--- config.mk ---
export PLATFORM = sky130hd
export DESIGN_NAME = lc3_mem_ctrl
export DESIGN_NICKNAME = d
export VERILOG_FILES = /design/src/rtl/lc3_mem_ctrl_pkg.sv /design/src/rtl/lc3_mem_ctrl_timer.sv /design/src/rtl/lc3_mem_ctrl.sv
export SDC_FILE = /design/constraint.sdc
export NUM_CORES = 1
export LEC_CHECK = 0
export CELL_PAD_IN_SITES_DETAIL_PLACEMENT = 2
export CELL_PAD_IN_SITES_GLOBAL_PLACEMENT = 2
export CORE_MARGIN = 1
export CORE_UTILIZATION = 21
export CTS_CLUSTER_SIZE = 12
export DETAILED_ROUTE_END_ITERATION = 7
export PLACE_DENSITY_LB_ADDON = 0.25
export SYNTH_ARGS = -nofsm -noshare
export SYNTH_HDL_FRONTEND = slang
export SYNTH_SLANG_ARGS = --single-unit
--- constraint.sdc ---
create_clock -name clk -period 3.4 [get_ports clk]
set_input_delay 0.68 -clock clk [delete_from_list [all_inputs] [get_ports clk]]
set_output_delay 0.68 -clock clk [all_outputs]
set_load 0.01 [all_outputs]
--- src/rtl/lc3_mem_ctrl_pkg.sv ---
// Shared LC-3 memory-controller types: sequencer state encoding and the I/O window base.
package lc3Pkg;

    typedef enum logic [1:0] {
        MEM_IDLE,
        MEM_BUS,
        MEM_IO,
        MEM_RESP
    } MemCtrlStates;

    localparam logic [15:0] IO_BASE_ADDR = 16'hFE00;

endpackage

--- src/rtl/lc3_mem_ctrl_timer.sv ---
// Ack-wait watchdog for lc3_mem_ctrl: counts wait cycles and flags expiry at TIMEOUT-1.
// Compiled only with LC3_MEM_TIMEOUT_EN defined.
`ifdef LC3_MEM_TIMEOUT_EN
module lc3_mem_timer #(
    parameter int TIMEOUT = 64
) (
    input  logic clk,
    input  logic rst,
    input  logic clr,
    input  logic en,
    output logic expire
);

    localparam int CW = $clog2(TIMEOUT);

    logic [CW-1:0] count;

    assign expire = en && (count == CW'(TIMEOUT - 1));

    // Saturates at expiry; the sequencer leaves BUS/IO on that cycle anyway.
    always_ff @(posedge clk) begin
        if (rst || clr) begin
            count <= '0;
        end else if (en && !expire) begin
            count <= count + 1'b1;
        end
    end

endmodule
`endif

--- src/rtl/lc3_mem_ctrl.sv ---
// LC-3 memory-access sequencer: MAR/MDR level request -> bus or device-register req/ack, memRDY strobe.
// Optional ack watchdog enabled by LC3_MEM_TIMEOUT_EN (memERR stays 0 without it).
module lc3_mem_ctrl
    import lc3Pkg::*;
#(
    parameter int                ADDR_W  = 16,
    parameter int                DATA_W  = 16,
    parameter logic [ADDR_W-1:0] IO_BASE = ADDR_W'(IO_BASE_ADDR),
    parameter int                TIMEOUT = 64
) (
    input  logic              clk,
    input  logic              rst,
    input  logic              memEN,
    input  logic              memWE,
    input  logic [ADDR_W-1:0] addr,
    input  logic [DATA_W-1:0] wdata,
    output logic [DATA_W-1:0] rdata,
    output logic              memRDY,
    output logic              memERR,
    output logic              bus_req,
    output logic              bus_we,
    output logic [ADDR_W-1:0] bus_addr,
    output logic [DATA_W-1:0] bus_wdata,
    input  logic [DATA_W-1:0] bus_rdata,
    input  logic              bus_ack,
    output logic              io_req,
    output logic              io_we,
    output logic [ADDR_W-1:0] io_addr,
    output logic [DATA_W-1:0] io_wdata,
    input  logic [DATA_W-1:0] io_rdata,
    input  logic              io_ack
);

    MemCtrlStates      state;
    logic [ADDR_W-1:0] reqAddr;
    logic [DATA_W-1:0] reqWdata;
    logic              reqWe;
    logic              timeout;

`ifdef LC3_MEM_TIMEOUT_EN
    logic timerEn;

    assign timerEn = (state == MEM_BUS) || (state == MEM_IO);

    lc3_mem_timer #(
        .TIMEOUT(TIMEOUT)
    ) uTimer (
        .clk   (clk),
        .rst   (rst),
        .clr   (!timerEn),
        .en    (timerEn),
        .expire(timeout)
    );
`else
    logic unusedTimeout;

    assign unusedTimeout = (TIMEOUT >= 2);
    assign timeout       = 1'b0;
`endif

    // Address/data ports come only from the latched request, never from MAR/MDR directly.
    assign bus_addr  = reqAddr;
    assign bus_wdata = reqWdata;
    assign io_addr   = reqAddr;
    assign io_wdata  = reqWdata;

    always_ff @(posedge clk) begin
        if (rst) begin
            state    <= MEM_IDLE;
            reqAddr  <= '0;
            reqWdata <= '0;
            reqWe    <= 1'b0;
            rdata    <= '0;
            memRDY   <= 1'b0;
            memERR   <= 1'b0;
            bus_req  <= 1'b0;
            bus_we   <= 1'b0;
            io_req   <= 1'b0;
            io_we    <= 1'b0;
        end else begin
            memRDY <= 1'b0;
            memERR <= 1'b0;
            case (state)
                MEM_IDLE: begin
                    if (memEN) begin
                        reqAddr  <= addr;
                        reqWdata <= wdata;
                        reqWe    <= memWE;
                        if (addr >= IO_BASE) begin
                            state  <= MEM_IO;
                            io_req <= 1'b1;
                            io_we  <= memWE;
                        end else begin
                            state   <= MEM_BUS;
                            bus_req <= 1'b1;
                            bus_we  <= memWE;
                        end
                    end
                end
                MEM_BUS: begin
                    if (bus_ack || timeout) begin
                        state   <= MEM_RESP;
                        bus_req <= 1'b0;
                        bus_we  <= 1'b0;
                        memRDY  <= 1'b1;
                        memERR  <= timeout && !bus_ack;
                        if (!reqWe) rdata <= bus_ack ? bus_rdata : '0;
                    end
                end
                MEM_IO: begin
                    if (io_ack || timeout) begin
                        state  <= MEM_RESP;
                        io_req <= 1'b0;
                        io_we  <= 1'b0;
                        memRDY <= 1'b1;
                        memERR <= timeout && !io_ack;
                        if (!reqWe) rdata <= io_ack ? io_rdata : '0;
                    end
                end
                default: state <= MEM_IDLE;
            endcase
        end
    end

endmodule

==> flow_metrics.tcl <==
set metrics [dict create \
    status "completed" \
    grt.total_usage 0.1332 \
    gp_congestion 0.7604 \
    cp-startpoint "state[0]$_SDFFE_PP0P_" \
    core_area_mm2 0.01211 \
    yosysWarnings 0 \
    end_kind "flip-flop" \
    numCtsBuffers 5 \
    path_clk_slew_ns 0.07 \
    tightestPinTransition_ns 0.8044 \
    ctsHtreeMaxLevel 2 \
    p_sw_frac 0.3657 \
    remaining_drc_errors 0 \
    wl_um 8554 \
    p_sw_uw 1137 \
    port_buffers 154 \
    clockBufferDepth 2 \
    worst_ep_required_time_ns 3.61 \
    areaGrowthSynthToFinish_pct 61.29 \
    use_met3 0.02444 \
    wl_per_cell_um 14.42 \
    std_cell_rows 40 \
    first_global_vias 2663 \
    fmax_mhz 456.5 \
    cp_common_cell "buf_4" \
    synthCells 311 \
    fin_area_mm2 0.004244 \
    peakVddDrop_mv 0.3773 \
    setup.worst_path.start_class "flip-flop" \
    viasPerCell 4.317 \
    fin_cells 593 \
    crit_path_max_incr_delay_ns 0.40 \
    gr-max-usage-layer "met2" \
    period_share 0.6443 \
    hp-class "reg2reg" \
    grt_overflow 0 \
    seqCellArea_mm2 0.001121 \
    dr.pass1.iters 4 \
    slowest_stage "dfxtp_1" \
    critPathKind "reg2reg" \
    netlist_area_mm2 0.002631 \
    p_seq_frac 0.314 \
    hp-start "bus_wdata[3]$_SDFFE_PP0P_" \
    grt_pass1_wl_um 13610 \
    post_cts.repair.setup_buffers 0 \
    synthesis.nets 385 \
    num_io_pins 156 \
    p_int_uw 1972 \
    drt_iter0_markers 51 \
    place_hpwl_um 6532 \
    hold_violations 0 \
    clock_sinks 56 \
    cts_hold_buffers 0 \
    rsz0062_at_grt "false" \
    final_nets 498 \
    setup_tns_ns 0 \
    powerDensity_mw_per_mm2 732.7 \
    leakagePower_uw 0.001462 \
    maxCapViolCount 0 \
    path_max_fanout 32 \
    die_w_um 113.9 \
    die_h_um 113.9 \
    yosysUniqueCellTypes 34 \
    grt_use_met2 0.2606 \
    slew_headroom 0.4637 \
    hold_slack_ns 0.4720 \
    crit_arrival_ns 2.40 \
    drv_slew 0 \
    initial_utilization 0.2173 \
    setup_viol 0 \
    drive_gt1_frac 0.06824 \
    cts_root_buffer "clkbuf_16" \
    post_dp_cell_area_mm2 0.004076 \
    synth-seq-cells 56 \
    min_period_ns 2.190 \
    use_met1 0.1456 \
    ys_seq_area_frac 0.4261 \
    antenna_found_initial 0 \
    finalClockSkew_ns 0.004978 \
    cts_tree "yes" \
    combPwrFrac 0.498 \
    nFillCells 1358 \
    rr_startpoint "state[0]$_SDFFE_PP0P_" \
    die_area_mm2 0.01298 \
    multi_input_area_mm2 0.001164 \
    pwr-share-clk 0.188 \
    ant_nets 0 \
    num_antenna_cells 0 \
    dr_total_vias 2560 \
    dpl.cell_count 585 \
    grt_max_degree 42 \
    cp_cell_sequence "inv_1 -> ha_1 -> buf_4 -> nor2b_1 -> nor4_4 -> buf_4 -> nor2_1 -> a211oi_2" \
    clock_latency_ns 0.29 \
    ctsResizeCount 0 \
    avgSynthCellArea_um2 8.461 \
]
==> stage by stage <==
step / setup WS (ns) / util / power [uW]
floorplan: 1.760 / - / 1908
global placement: 1.155 / 0.3366 / 2517
detailed placement: 1.056 / 0.3366 / 2573
CTS: 1.170 / 0.3504 / 3183
global route: 0.9890 / 0.3504 / 3337
finish: 1.210 / 0.3504 / 3110
==> registers in the layout, summed over array words and instances (netlist names) <==
name,cells
bus_we,1
bus_req,1
state,2
io_we,1
bus_wdata,16
reqWe,1
memRDY,1
rdata,16
bus_addr,16
io_req,1
==> power groups by stage <==
stage | clock network [uW] | logic (uW) | registers (uW)
finish | 586 | 1550 | 976
global route | 645 | 1680 | 1010
CTS | 618 | 1580 | 983
detailed placement | 0 | 1580 | 996
global placement | 0 | 1530 | 984
floorplan | 0 | 849 | 1060
==> final cells by class <==
cell class                      count  area share
Clock buffer                        5     0.02948
Sequential cell                    56      0.2642
Multi-Input combinational cell    200      0.2742
Inverter                            2    0.001769
Tap cell                          168     0.04953
Timing Repair Buffer              159      0.3709
Clock inverter                      3     0.01002
==> layer usage <==
layer,part of all wire,vias up
li1,-,1232
met1,0.41,1241
met2,0.53,81
met3,0.047,6
met4,0.010,0
met5,0,-
==> Yosys cell counts <==
master / count / area share
or4_1: 1 / 0.0029
mux2i_1: 16 / 0.061
nand2b_1: 5 / 0.012
buf_2: 7 / 0.013
nor4_4: 1 / 0.0081
o22ai_1: 1 / 0.0024
nand4b_1: 1 / 0.0033
a31oi_1: 1 / 0.0024
a211oi_2: 14 / 0.067
nand2_1: 73 / 0.10
dfxtp_1: 56 / 0.43
nor2b_1: 4 / 0.0095
o211ai_1: 1 / 0.0029
clkbuf_1: 9 / 0.013
ha_1: 4 / 0.019
a21oi_1: 37 / 0.070
o21a_1: 1 / 0.0029
o21ai_1: 1 / 0.0019
a211oi_1: 2 / 0.0057
nor2_1: 23 / 0.033
a22oi_1: 1 / 0.0029
o221ai_1: 1 / 0.0033
o2bb2ai_1: 2 / 0.0067
buf_1: 2 / 0.0029
nor3_1: 1 / 0.0019
o21ai_0: 2 / 0.0038
nor4_1: 1 / 0.0024
conb_1: 1 / 0.0014
nand4_1: 2 / 0.0048
nand3_1: 1 / 0.0019
inv_1: 2 / 0.0029
and2_1: 1 / 0.0024
o32ai_1: 1 / 0.0033
buf_4: 35 / 0.10
==> final timing paths <==
kind | end | slack (ns) | cells past startpoint
worst max-delay path | rdata[10]$_SDFFE_PP0P_ | 1.21 | 8
worst min-delay path | bus_wdata[3]$_SDFFE_PP0P_ | 0.47 | 2
worst max register to register | rdata[10]$_SDFFE_PP0P_ | 1.21 | 8
worst min register to register | bus_wdata[3]$_SDFFE_PP0P_ | 0.47 | 2
==> kinds of logic after synthesis <==
group / Yosys count / share of synthesized area
AOI/OAI and AO/OA: 65 / 0.1750
buffers and inverters: 55 / 0.1317
muxes: 16 / 0.06086
DFF: 56 / 0.4261
other: 1 / 0.001425
adders and majority gates: 4 / 0.01902
and+or+nand+nor: 114 / 0.1859
==> layout by cell type (no fill, tap or decap), types with 2 or more instances in the layout <==
cell	netlist	routed
nor2_1	23	23
nand2_1	73	73
a21oi_1	37	37
nand2b_1	5	5
ha_1	4	4
clkbuf_16	0	5
o2bb2ai_1	2	2
a211oi_2	14	14
nor2b_1	4	4
inv_1	2	2
mux2i_1	16	16
o21ai_0	2	2
dfxtp_1	56	56
a211oi_1	2	2
buf_4	35	5
clkdlybuf4s50_1	0	153
nand4_1	2	2
==> worst max-delay path: cells and delay by family, from the launching register on <==
family	cells	cell delay, ns
AND/OR/NAND/NOR	3	0.59
AO/OA/AOI/OAI	1	0.20
buffers and inverters	3	0.73
adder cells (fa/ha/maj)	1	0.19
flip-flops	1	0.40
Power figures use the tool's default switching activity.
